### src/rtl/bus_wbuf.sv
// In-order write-channel buffer between a bus master and a bus slave.
// Optional WBUF_BYPASS_EN: same-cycle pass-through when empty and ready.
module bus_wbuf #(
  parameter int BAW   = 32,
  parameter int BDW   = 32,
  parameter int DEPTH = 4
) (
  input  logic                     clk,
  input  logic                     rst,
  input  logic                     flush,
  input  logic                     s_wvalid,
  output logic                     s_wready,
  input  logic [BAW-1:0]           s_waddr,
  input  logic [BDW-1:0]           s_wdata,
  output logic                     m_wvalid,
  input  logic                     m_wready,
  output logic [BAW-1:0]           m_waddr,
  output logic [BDW-1:0]           m_wdata,
  output logic [$clog2(DEPTH):0]   level
);
  localparam int PW = $clog2(DEPTH);
  localparam int LW = PW + 1;

  logic [BAW-1:0] addr_q [DEPTH];
  logic [BDW-1:0] data_q [DEPTH];

  logic [PW-1:0] rd_q, rd_d;
  logic [PW-1:0] wr_q, wr_d;
  logic [LW-1:0] lvl_q, lvl_d;

  logic byp;
  logic push;
  logic pop;
  logic nempty;

  always_comb begin
    byp = 1'b0;
`ifdef WBUF_BYPASS_EN
    byp = ~rst & (lvl_q == '0) & m_wready;
`endif
    nempty   = (lvl_q != '0);
    s_wready = ~rst & ((lvl_q < LW'(DEPTH)) | flush);
    m_wvalid = nempty | (byp & s_wvalid);
    m_waddr  = '0;
    m_wdata  = '0;
    if (byp) begin
      m_waddr = s_waddr;
      m_wdata = s_wdata;
    end else if (nempty) begin
      m_waddr = addr_q[rd_q];
      m_wdata = data_q[rd_q];
    end
    // bypassed beats are consumed downstream and never stored
    push = s_wvalid & s_wready & ~byp & ~flush;
    pop  = nempty & m_wready & ~flush;
  end

  always_comb begin
    rd_d  = rd_q;
    wr_d  = wr_q;
    lvl_d = lvl_q;
    if (flush) begin
      rd_d  = '0;
      wr_d  = '0;
      lvl_d = '0;
    end else begin
      if (push) wr_d = wr_q + 1'b1;
      if (pop)  rd_d = rd_q + 1'b1;
      case ({push, pop})
        2'b10:   lvl_d = lvl_q + 1'b1;
        2'b01:   lvl_d = lvl_q - 1'b1;
        default: lvl_d = lvl_q;
      endcase
    end
  end

  always_ff @(posedge clk or posedge rst) begin
    if (rst) begin
      rd_q  <= '0;
      wr_q  <= '0;
      lvl_q <= '0;
    end else begin
      rd_q  <= rd_d;
      wr_q  <= wr_d;
      lvl_q <= lvl_d;
    end
  end

  always_ff @(posedge clk) begin
    if (push) begin
      addr_q[wr_q] <= s_waddr;
      data_q[wr_q] <= s_wdata;
    end
  end

  assign level = lvl_q;
endmodule

### config.mk
export PLATFORM = sky130hd
export DESIGN_NAME = bus_wbuf
export DESIGN_NICKNAME = d
export VERILOG_FILES = /design/src/rtl/bus_wbuf.sv
export SDC_FILE = /design/constraint.sdc
export NUM_CORES = 1
export LEC_CHECK = 0
export ABC_AREA = 1
export ABC_CLOCK_PERIOD_IN_PS = 5800
export BUFFER_PORTS_ARGS = -buffer_cell sky130_fd_sc_hd__buf_2
export CORE_MARGIN = 2
export CORE_UTILIZATION = 52
export CTS_BUF_LIST = sky130_fd_sc_hd__clkbuf_4
export CTS_CLUSTER_DIAMETER = 60
export DETAILED_ROUTE_END_ITERATION = 12
export PLACE_DENSITY = 0.7
export SETUP_SLACK_MARGIN = 0.4
export SLEW_MARGIN = 30
export SYNTH_ARGS = -nofsm -noshare
export SYNTH_HDL_FRONTEND = slang
export SYNTH_SLANG_ARGS = --single-unit
### constraint.sdc
create_clock -name clk -period 5.8 [get_ports clk]
set_clock_uncertainty 0.05 [all_clocks]
set_input_delay 0.58 -clock clk [delete_from_list [all_inputs] [get_ports clk]]
set_output_delay 0.58 -clock clk [all_outputs]
set_load 0.05 [all_outputs]
==> flow_summary.ini <==
[status]
status = completed

[final_layout]
finalInstanceArea_sq_um = 12200
area_growth_pct = 17.3
finalNetCount = 1068
fin_util = 0.623
fin_cells = 1302
drive_gt1_frac = 0.251

[clock_network]
path_clk_slew_ps = 70
htree_levels = 3
numClockSinks = 263
numCtsBuffers = 69
cts_buffer_depth = 3
clockRootBuffer = clkbuf_4
post_cts_buffers = 0
cts_tree = built
clock_latency_ps = 640
ctsResizeCount = 0

[floorplanning]
fp.coreArea_sq_um = 19500
dieArea_sq_um = 21100
placementRows = 51
die_w_um = 145
io-pin-count = 138
initial_core_util = 0.531
fp.dieH_um = 145

[timing]
finalSetupViolCount = 0
fin_crit_sh = 0.699
slew_headroom = 0.356
tns_ps = 0
slew_viol_final = 0
worst_pin_slew_ps = 967
worst_slack_ps = 1750
hold_slack_ps = 81.3
period_needed_ps = 4050
finalHoldViolCount = 0
max_freq_mhz = 247
rsz0062_at_grt = no

[yosys]
synth_area_per_cell_sq_um = 12.6
yosysUniqueCellTypes = 19
synth_area_sq_um = 10400
synth_top_area_cell = edfxtp_1
ys_seq_area_frac = 0.758
yosys-top-cells-area = edfxtp_1 74%, nor2_1 9.5%, o21ai_0 6.2%
yosys_warnings = 0
synth-seq-cells = 263
synth.net_count = 895
yosys.area.top_type_share = 0.741
synth_cells = 821

[pwr]
power.share.switching = 0.407
p_clk_frac = 0.266
p_per_area_nw_per_um2 = 472
pwr-share-seq = 0.382
switchingPower_mw = 2.34
power_mw = 5.75
leakage_nw = 4.51
combPwrFrac = 0.352
intPower_mw = 3.41
max-vdd-ir-drop_uv = 321

[worst_setup_path]
critPathMaxFanout = 67
start_kind = register
end_kind = output port
slowest_stage = clkinv_2
critical_path.cell_chain = clkinv_2, buf_4, o21ai_0, a21oi_1, buf_2
cp.arrival_ps = 3420
critical-path-max-stage-delay_ps = 790
required_ps = 5170
crit_type = register to output port

[grt]
grt_usage = 0.211
grt_max_degree = 87
grt_pass1_vias = 6778
grt_antenna_before_repair = 3
globalRouteOverflowTotal = 0
grt_pass1_wl_mm = 34.6

[routing]
ant_nets = 0
via_per_inst = 5.21
drt_first_iter_violations = 486
routed_wl_mm = 22.0
drt-wirelength-per-cell_um = 16.9
drc = 0
vias = 6780
first_pass_iters = 5

[placed_design]
placed_area_sq_um = 11300
placedCellCount = 1187
place_ws_ps = 2360
gp_congestion = 0.857
io_buffer_count = 137
hpwl_mm = 12.5

[hold_path]
worst_hold_path_type = primary input to register

[run]
max_cap_viol_count = 0
cell families after synthesis:
group,count (synthesis),share of synthesized area
simple gates,287,0.105
flops,263,0.758
xor+xnor,1,0.000845
compound gates,201,0.0970
fa+ha+maj,5,0.00676
buf+inv,64,0.0321
layer usage:
metal / global-route usage / part of all wire / up-vias
met5: 0 / 0.00059 / -
met4: 0.0882 / 0.022 / 2
met3: 0.0541 / 0.062 / 44
met2: 0.354 / 0.51 / 225
met1: 0.261 / 0.41 / 3234
li1: - / - / 3275
flip-flops by register name, indices dropped and copies added, names as in the netlist:
register / count
level: 3
data_q: 128
addr_q: 128
wr_q: 2
rd_q: 2
power by group through the flow:
| stage | registers (mW) | logic (mW) | clock network [mW] |
|---|---|---|---|
| after floorplan | 2.23 | 1.56 | 0 |
| after detailed placement | 2.23 | 2.04 | 0 |
| after global placement | 2.23 | 2.02 | 0 |
| after CTS | 2.19 | 2.04 | 1.57 |
| after global routing | 2.20 | 2.16 | 1.67 |
| final | 2.19 | 2.02 | 1.53 |
cell type report:
| cell class | instances | area, sq um |
|---|---|---|
| multi-input cells | 494 | 2200 |
| clock inverters | 14 | 105 |
| inverters | 15 | 57.6 |
| fillers | 1562 | 7370 |
| well taps | 265 | 332 |
| flip-flops and latches | 263 | 7870 |
| repair buffers | 151 | 853 |
| diodes | 2 | 5.00 |
| clock buffers | 98 | 736 |
synth_stat cells (all sizes together):
library cell and n:
xor2 1, nand3b 1, ha 4, o21ai 132, a21oi 69, inv 15, nor2 262, dfrtp 7
nand3 6, clkbuf 13, nand2 18, fa 1, buf 36, edfxtp 256
repair_timing:
action                     in CTS  in global routing
hold endpoints to repair        7                  0
hold buffers                    1                  0
setup endpoints to repair       0                  0
cells in the final DEF (no fill, tap or decap), types with 5 or more instances in the layout:
master      n
inv_1      12
edfxtp_1  256
o21ai_0   128
dfrtp_1     5
clkinv_1   11
buf_4      10
clkbuf_4   98
nand3_1     6
nor2_1    258
nand2_1    18
a21oi_1    69
buf_2     137
worst paths after layout:
kind,startpoint,endpoint,slack (ps),cells after the start
min in group asynchronous,rst,level[2]$_DFFE_PP0P_,390,3
min reg2reg,wr_q[0]$_DFFE_PP0P_,wr_q[0]$_DFFE_PP0P_,520,1
max,rd_q[0]$_DFFE_PP0P_,m_wdata[20],1750,5
max in group asynchronous,rst,rd_q[0]$_DFFE_PP0P_,5030,3
min,s_wdata[17],data_q[0][17]$_DFFE_PP_,80,1
max reg2reg,level[2]$_DFFE_PP0P_,data_q[2][4]$_DFFE_PP_,2940,4
worst max-delay path, delay by kind of cell, from the launching register on:
family	cells	cell delay [ps]
buffers and inverters	3	1590
AO/OA/AOI/OAI	2	410
flip-flops	1	750
Note: power is estimated with default switching activity, not from simulation.
